File: src/rtl/clk_div_frac.sv
// Fractional clock divider: output period alternates between N and N+1 clk cycles
// so that the long-run average period is N + F/2^FRAC_W.
module clk_div_frac #(
   parameter int INT_W    = 8,
   parameter int FRAC_W   = 8,
   parameter int DEF_INT  = 2,
   parameter int DEF_FRAC = 0
) (
   input  logic              clk,
   input  logic              rstn,
   input  logic              en,
   input  logic              load,
   input  logic [INT_W-1:0]  div_int,
   input  logic [FRAC_W-1:0] div_frac,
   output logic              clk_div,
   output logic              tick,
   output logic              busy
);

   localparam logic [INT_W-1:0]  TWO_I      = INT_W'(2);
   localparam logic [INT_W-1:0]  DEF_INT_C  = (DEF_INT < 2) ? TWO_I : INT_W'(DEF_INT);
   localparam logic [FRAC_W-1:0] DEF_FRAC_C = FRAC_W'(DEF_FRAC);
   localparam logic [INT_W:0]    ONE_D      = (INT_W+1)'(1);

   // Divisors below 2 cannot produce a high and a low phase, so they become 2.
   function automatic logic [INT_W-1:0] clamp_int(input logic [INT_W-1:0] v);
      return (v < TWO_I) ? TWO_I : v;
   endfunction

   logic              run_q, run_d;
   logic [INT_W:0]    cnt_q, cnt_d;
   logic [INT_W:0]    d_q, d_d;
   logic [FRAC_W-1:0] acc_q, acc_d;
   logic [INT_W-1:0]  a_int_q, a_int_d;
   logic [FRAC_W-1:0] a_frac_q, a_frac_d;
   logic [INT_W-1:0]  sh_int_q, sh_int_d;
   logic [FRAC_W-1:0] sh_frac_q, sh_frac_d;
   logic              busy_q, busy_d;
   logic              clk_div_q, clk_div_d;
   logic              tick_q, tick_d;

   logic              last;
   logic              boundary;
   logic [INT_W-1:0]  eff_int;
   logic [FRAC_W-1:0] eff_frac;
   logic [FRAC_W:0]   sum;

   always_comb begin
      run_d     = run_q;
      cnt_d     = cnt_q;
      d_d       = d_q;
      acc_d     = acc_q;
      a_int_d   = a_int_q;
      a_frac_d  = a_frac_q;
      sh_int_d  = sh_int_q;
      sh_frac_d = sh_frac_q;
      busy_d    = busy_q;
      tick_d    = 1'b0;

      last     = (cnt_q == (d_q - ONE_D));
      boundary = en && (!run_q || last);
      // A pending shadow takes effect in the same period it is promoted.
      eff_int  = busy_q ? sh_int_q  : a_int_q;
      eff_frac = busy_q ? sh_frac_q : a_frac_q;
      sum      = {1'b0, acc_q} + {1'b0, eff_frac};

      if (boundary) begin
         run_d    = 1'b1;
         a_int_d  = eff_int;
         a_frac_d = eff_frac;
         busy_d   = 1'b0;
         acc_d    = sum[FRAC_W-1:0];
         d_d      = {1'b0, eff_int} + (INT_W+1)'(sum[FRAC_W]);
         cnt_d    = '0;
         tick_d   = 1'b1;
      end else if (run_q) begin
         if (last) begin
            // Period finished with en low: park, holding CNT and ACC.
            run_d = 1'b0;
         end else begin
            cnt_d = cnt_q + ONE_D;
         end
      end

      // Applied after the boundary update so a load in a boundary cycle stays pending.
      if (load) begin
         sh_int_d  = clamp_int(div_int);
         sh_frac_d = div_frac;
         busy_d    = 1'b1;
      end

      clk_div_d = run_d && (cnt_d < (d_d >> 1));
   end

   always_ff @(posedge clk or negedge rstn) begin
      if (!rstn) begin
         run_q     <= 1'b0;
         cnt_q     <= '0;
         d_q       <= {1'b0, DEF_INT_C};
         acc_q     <= '0;
         a_int_q   <= DEF_INT_C;
         a_frac_q  <= DEF_FRAC_C;
         sh_int_q  <= DEF_INT_C;
         sh_frac_q <= DEF_FRAC_C;
         busy_q    <= 1'b0;
         clk_div_q <= 1'b0;
         tick_q    <= 1'b0;
      end else begin
         run_q     <= run_d;
         cnt_q     <= cnt_d;
         d_q       <= d_d;
         acc_q     <= acc_d;
         a_int_q   <= a_int_d;
         a_frac_q  <= a_frac_d;
         sh_int_q  <= sh_int_d;
         sh_frac_q <= sh_frac_d;
         busy_q    <= busy_d;
         clk_div_q <= clk_div_d;
         tick_q    <= tick_d;
      end
   end

   assign clk_div = clk_div_q;
   assign tick    = tick_q;
   assign busy    = busy_q;

endmodule

File: config.mk
export PLATFORM = sky130hd
export DESIGN_NAME = clk_div_frac
export DESIGN_NICKNAME = d
export VERILOG_FILES = /design/src/rtl/clk_div_frac.sv
export SDC_FILE = /design/constraint.sdc
export NUM_CORES = 1
export LEC_CHECK = 0
export BUFFER_PORTS_ARGS = -buffer_cell sky130_fd_sc_hd__buf_4
export CAP_MARGIN = 15
export CELL_PAD_IN_SITES_DETAIL_PLACEMENT = 0
export CELL_PAD_IN_SITES_GLOBAL_PLACEMENT = 1
export CORE_MARGIN = 3
export CORE_UTILIZATION = 49
export DETAILED_ROUTE_END_ITERATION = 8
export GPL_TIMING_DRIVEN = 0
export PLACE_DENSITY_LB_ADDON = 0.1
export RECOVER_POWER = 50
export SYNTH_ARGS = -nofsm -noshare
export SYNTH_HDL_FRONTEND = slang
export SYNTH_SLANG_ARGS = --single-unit
File: constraint.sdc
create_clock -name clk -period 5.2 [get_ports clk]
set_clock_uncertainty 0.1 [all_clocks]
set_input_delay 0.26 -clock clk [delete_from_list [all_inputs] [get_ports clk]]
set_output_delay 0.26 -clock clk [all_outputs]
set_load 0.01 [all_outputs]
Word level (Yosys, flattened, before mapping)
Index checks and enable logic that the tools add are counted.
{"block": "word_totals", "in_bits": 20, "wordCells": 37, "regBits": 62}
{"block": "classes", "mux": 13, "n_eq_ne": 1, "reduce_logical": 5, "order_cmp": 2, "addsub": 4}
{"operator": "9-bit 2-to-1 mux", "count": 4}
{"operator": "8-bit 2-to-1 mux", "count": 3}
{"operator": "8-bit by 1-bit adder with 9-bit output", "count": 1}
{"operator": "8-bit by 8-bit adder with 9-bit output", "count": 1}
{"operator": "9-bit by 1-bit adder with 9-bit output, second input constant", "count": 1}
{"operator": "9-bit equality test", "count": 1}
{"operator": "9-bit by 8-bit less-than comparator with 1-bit output", "count": 1}
{"operator": "9-bit by 1-bit subtractor with 9-bit output, second input constant", "count": 1}
{"operator": "8-bit by 2-bit less-than comparator with 1-bit output, second input constant", "count": 1}
{"operator": "1-bit 2-to-1 mux", "count": 6}
{"operator": "1-bit logical AND", "count": 2}
{"operator": "2-bit nonzero test", "count": 1}
{"operator": "1-bit logical NOT", "count": 1}
{"operator": "1-bit logical OR", "count": 1}

Depth between registers and ports, before layout
{"block": "depth", "ltp_word": 7, "mapped_depth": 22}

Worst setup path before layout
Ideal clock, no wire load.
{"block": "synth_path", "kind": "reg-to-reg", "start": "register busy_q, in the netlist busy", "end": "register clk_div_q, in the netlist clk_div", "path_stages_with_launch": 22, "n_path_buf": 2, "setup_slack_ns": 0.416, "arrival_time_ns": 4.605, "setup_ns": 0.079, "path_cell_list": "dfrtp_1 clkbuf_1 buf_1 mux2_2 fa_1 a21o_1 a21oi_1 o21bai_1 a21o_1 a21o_1 a21o_1 ha_1 ha_1 nand2_1 xor2_1 mux2i_1 ha_1 a21o_1 a21oi_1 o21a_1 o311ai_0 mux2i_1"}
{"block": "synth_between", "elab_chain_len": 6, "elab_cells_between_ends": 7, "classes_between": "2 x add/sub; 1 x order compare; 3 x mux; 1 x reduce/logical"}
{"element": "start, declared", "line": "38", "rtl": "logic busy_q, busy_d;"}
{"element": "start signal, assigned", "line": "117", "rtl": "busy_q <= busy_d;"}
{"element": "8-bit 2-to-1 mux", "line": "64", "rtl": "eff_frac = busy_q ? sh_frac_q : a_frac_q;"}
{"element": "net eff_frac[1]", "line": "45", "rtl": "logic [FRAC_W-1:0] eff_frac;"}
{"element": "8-bit by 8-bit adder with 9-bit output", "line": "65", "rtl": "sum = {1'b0, acc_q} + {1'b0, eff_frac};"}
{"element": "8-bit by 1-bit adder with 9-bit output", "line": "73", "rtl": "d_d = {1'b0, eff_int} + (INT_W+1)'(sum[FRAC_W]);"}
{"element": "9-bit 2-to-1 mux", "line": "67", "rtl": "if (boundary) begin"}
{"element": "9-bit by 8-bit less-than comparator with 1-bit output", "line": "92", "rtl": "clk_div_d = run_d && (cnt_d < (d_d >> 1));"}
{"element": "1-bit logical AND", "line": "92"}
{"element": "net clk_div_d", "line": "39", "rtl": "logic clk_div_q, clk_div_d;"}
{"element": "end signal, assigned", "line": "118", "rtl": "clk_div_q <= clk_div_d;"}
{"element": "end, declared", "line": "39"}
The timed path passes the listed nets, and every way through them passes these cells.
A chain may end at the register's enable or synchronous reset.

Final worst setup path
Same ends and word-level chain as after synthesis.

==> metrics.md <==
| Metric | Value |
|---|---|
| Status | `finished, violations left` |
| Failing checks | `capacitance limit, slew limit` |
| Worst Hold Class | `primary input to flip-flop` |
| N_diodes | `0` |
| Initial antenna violation count | `0` |
| # DRC | `0` |
| Minimum period implied by the final worst setup slack | `4.79 ns` |
| Clock buffer depth | `2` |
| Vias per inst | `5.67` |
| Final WL | `7970 um` |
| Nets | `414` |
| Slowest cell on crit path | `fa_1` |
| Die width | `93.9 um` |
| Synth Instances | `340` |
| Combinational power share | `0.478` |
| CTS clock-pin slew for the worst setup and hold paths | `0.07 ns` |
| Iteration-0 DRC Markers | `147` |
| DP Worst Slack | `-0.531 ns` |
| CTS Sinks | `62` |
| Die Area | `8810 um^2` |
| Core Area | `7370 um^2` |
| Compound-gate portion of the synthesized area | `0.146` |
| Final antenna-violating net count | `0` |
| Crit-path cells | `buf_4 > buf_6 > mux2_2 > fa_1 > a21o_1 > a21oi_2 > o21bai_1 > a21o_1 > a21o_1 > a21o_1 > ha_1 > o21ai_0 > xor2_1 > mux2i_1 > ha_1 > a21o_1 > a21o_1 > a21oi_1 > o21a_1 > o311ai_0 > mux2i_1` |
| Num CTS Buffers | `9` |
| H-tree Lvls | `3` |
| Synth warn | `0` |
| GRT overflow | `0` |
| Critical setup path kind | `flip-flop to flip-flop` |
| Layout cell share with drive strength beyond 1 | `0.227` |
| Vias | `2712` |
| Unique masters post-synth | `55` |
| Number of synthesized flops with an enable pin | `0` |
| Dpl hpwl | `5820 um` |
| Cell with the most instances after synthesis | `dfrtp_1` |
| Final setup vio count | `0` |
| Switch share | `0.392` |
| Largest net degree at the start of global routing | `63` |
| # rows | `31` |
| Top cell type's share of synthesized area | `0.390` |
| Fin. max-slew vios | `63` |
| Fraction of the mapped netlist area in adder cells | `0.0681` |
| CTS tree | `built` |
| Synth Flop Type | `dfrtp_1` |
| Largest cells by area after synthesis | `dfrtp_1 (39%), mux2_2 (8.0%), mux2_1 (7.4%)` |
| Synth Area in XOR/XNOR | `0.0486` |
| Mux cell area share after synthesis | `0.189` |
| Leakage | `1.94 nW` |
| Pwr Total | `2.33 mW` |
| Hold Vio Cnt, Final | `0` |
| First-pass GRT wire length | `13600 um` |
| DR pass1 iterations | `5` |
| Max-cap check violation count | `1` |
| Non-filler cells, final | `478` |
| PnR worst setup slack | `0.408 ns` |
| GP Congestion | `0.822` |
| PortBufs | `21` |
| Initial core utilization | `0.513` |
| Sequential cell area fraction in the yosys report | `0.411` |
| Max Freq | `0.209 GHz` |
| Relative slew slack | `-1.27` |
| IO Pins | `23` |
| Clk pwr share | `0.180` |
| Die Y-Extent | `93.9 um` |
| Ratio of final minimum period to clock period | `0.922` |
| Syn Nets | `380` |
| CP endpoint kind | `flip-flop` |
| RSZ-0062 raised after global routing | `no` |
| Sequential power share | `0.342` |
| Cell mode on critical path | `a21o_1` |
| Ys async rst share | `1.00` |
| CP top delay family | `compound AO/OA/AOI/OAI gates` |
| CTS Root Cell | `clkbuf_8` |
| Vias in the first global route | `2656` |
| Placed Cells | `460` |
| Slew @ Worst Pin | `3.40 ns` |
| Post-synth top area cell | `dfrtp_1` |
| Worst Path Required | `5.36 ns` |
| Commonest cells in the netlist | `dfrtp_1 (59), mux2_2 (27), mux2_1 (25)` |
| Startpoint types | `flip-flop` |
| Int Power | `1.42 mW` |
| Placed cell areas | `4060 um^2` |
| Design area | `4280 um^2` |
| Crit path buf inv count | `2` |
| Cell area after synthesis | `3780 um^2` |
| Maximum vdd drop | `246 uV` |
| Crit-path max FO | `10` |
| Worst-Skew Late Latency | `0.34 ns` |
| Mapped Avg Cell Area | `11.1 um^2` |
| Area delta synth->final | `13.1%` |
| Total net switching power | `911 uW` |
| CP peak stage delay | `0.44 ns` |
| WL/cell | `16.7 um` |
| Pwr dens | `544 nW/um^2` |
| Tot GR Track Use | `0.200` |
| Setup_tns | `0 ns` |
| WP data arrival | `4.95 ns` |
| Largest family of logic cells by synthesized area | `multiplexers` |
| Simple-Gate Fraction of Synth Area | `0.102` |
| Yosys reg bits | `62` |
-- stage by stage --
| step | hold slack, ns | utilization |
|---|---|---|
| 6_report | 0.0430 | 0.580 |
| 5_1_grt | 0.0397 | 0.580 |
| 3_5_place_dp | 0.303 | 0.551 |
| 3_3_place_gp | 0.306 | 0.551 |
| 4_1_cts | 0.0282 | 0.580 |
| 2_1_floorplan | -0.136 | - |
-- timing repair --
action	in CTS	in global routing
gates resized for setup	4	4
buffers inserted	0	1
setup endpoints to repair	1	1
hold endpoints to repair	59	0
hold buffers	1	0
pin swaps	0	1
-- path summary, 6_finish.rpt --
path	depth (start not counted)	slack [ns]	end	from
min in group asynchronous	2	1.50	cnt_q[2]	rstn
worst max register to register	21	0.41	clk_div	busy
worst max-delay path	21	0.41	clk_div	busy
worst min-delay path	2	0.04	sh_int_q[1]	div_int[1]
max in group asynchronous	2	1.32	busy	rstn
worst min register to register	1	0.39	a_frac_q[1]	a_frac_q[1]
-- flip-flops by register name (all words and copies together) (netlist names) --
signal / flops
cnt_q: 9
d_q: 9
a_frac_q: 8
a_int_q: 8
acc_q: 8
sh_frac_q: 8
sh_int_q: 8
busy: 1
clk_div: 1
run_q: 1
tick: 1
-- placed cells by master, fill, tap and decap left out, drive strengths merged, types with 2 or more instances in the layout --
| master | Yosys | final |
|---|---|---|
| a211o | 2 | 2 |
| o211a | 6 | 6 |
| o21bai | 2 | 2 |
| xnor2 | 13 | 13 |
| nor2 | 9 | 9 |
| o211ai | 2 | 2 |
| buf | 11 | 31 |
| o22ai | 5 | 5 |
| inv | 14 | 14 |
| a31o | 6 | 6 |
| a32o | 2 | 2 |
| clkinvlp | 0 | 3 |
| mux2i | 13 | 13 |
| nor3b | 3 | 3 |
| or4 | 2 | 2 |
| ha | 19 | 19 |
| nand2 | 9 | 9 |
| o21ai | 11 | 11 |
| xor2 | 8 | 8 |
| a32oi | 4 | 4 |
| or2 | 3 | 3 |
| a31oi | 2 | 2 |
| o21a | 2 | 2 |
| mux2 | 52 | 52 |
| nor3 | 5 | 5 |
| clkinv | 0 | 2 |
| nand3 | 8 | 8 |
| o221ai | 2 | 2 |
| and3b | 2 | 2 |
| clkbuf | 5 | 17 |
| and3 | 6 | 6 |
| a21oi | 11 | 11 |
| a21o | 9 | 9 |
| dfrtp | 59 | 59 |
| nor2b | 11 | 11 |
| dfstp | 3 | 3 |
| nand2b | 4 | 4 |
-- power by group through the flow --
stage	Sequential [mW]	Combinational, mW	Clock, mW
after detailed placement	0.808	1.11	0
final	0.795	1.11	0.418
after floorplan	0.763	0.884	0
after global placement	0.800	1.09	0
after CTS	0.798	1.12	0.433
after global routing	0.823	1.27	0.453
-- cell type report --
cell class	instances	area (um^2)
inverter	14	52.6
fill	667	3090
tap	99	124
multi-input combinational	248	2100
clock buffer	10	128
timing repair buffer	23	164
clock inverter	6	62.6
buffer	16	88.8
sequential	62	1560
-- cells by family (layout without fill, tap and decap cells) --
group / after synthesis / count (layout)
compound gates: 74 / 74
simple gates: 68 / 68
mux: 65 / 65
flops: 62 / 62
buf+inv: 30 / 69
xor+xnor: 21 / 21
fa+ha+maj: 20 / 20
-- per-layer routing --
| layer | routed length, um | track usage | vias to the layer above |
|---|---|---|---|
| met3 | 210 | 0.0288 | 13 |
| met5 | 0 | 0 | - |
| met2 | 3820 | 0.323 | 36 |
| li1 | - | - | 1324 |
| met1 | 3820 | 0.274 | 1339 |
| met4 | 119 | 0.0686 | 0 |
-- worst reg2reg max path: stages (launching register included) --
cell and delay, ns:
dfrtp_2 0.36, buf_4 0.18, buf_6 0.19, mux2_2 0.39, fa_1 0.44, a21o_1 0.19, a21oi_2 0.17, o21bai_1 0.08
a21o_1 0.21, a21o_1 0.18, a21o_1 0.18, ha_1 0.20, o21ai_0 0.15, xor2_1 0.27, mux2i_1 0.16, ha_1 0.31
a21o_1 0.16, a21o_1 0.16, a21oi_1 0.16, o21a_1 0.14, o311ai_0 0.13, mux2i_1 0.20
Note: power is estimated with default switching activity, not from simulation.
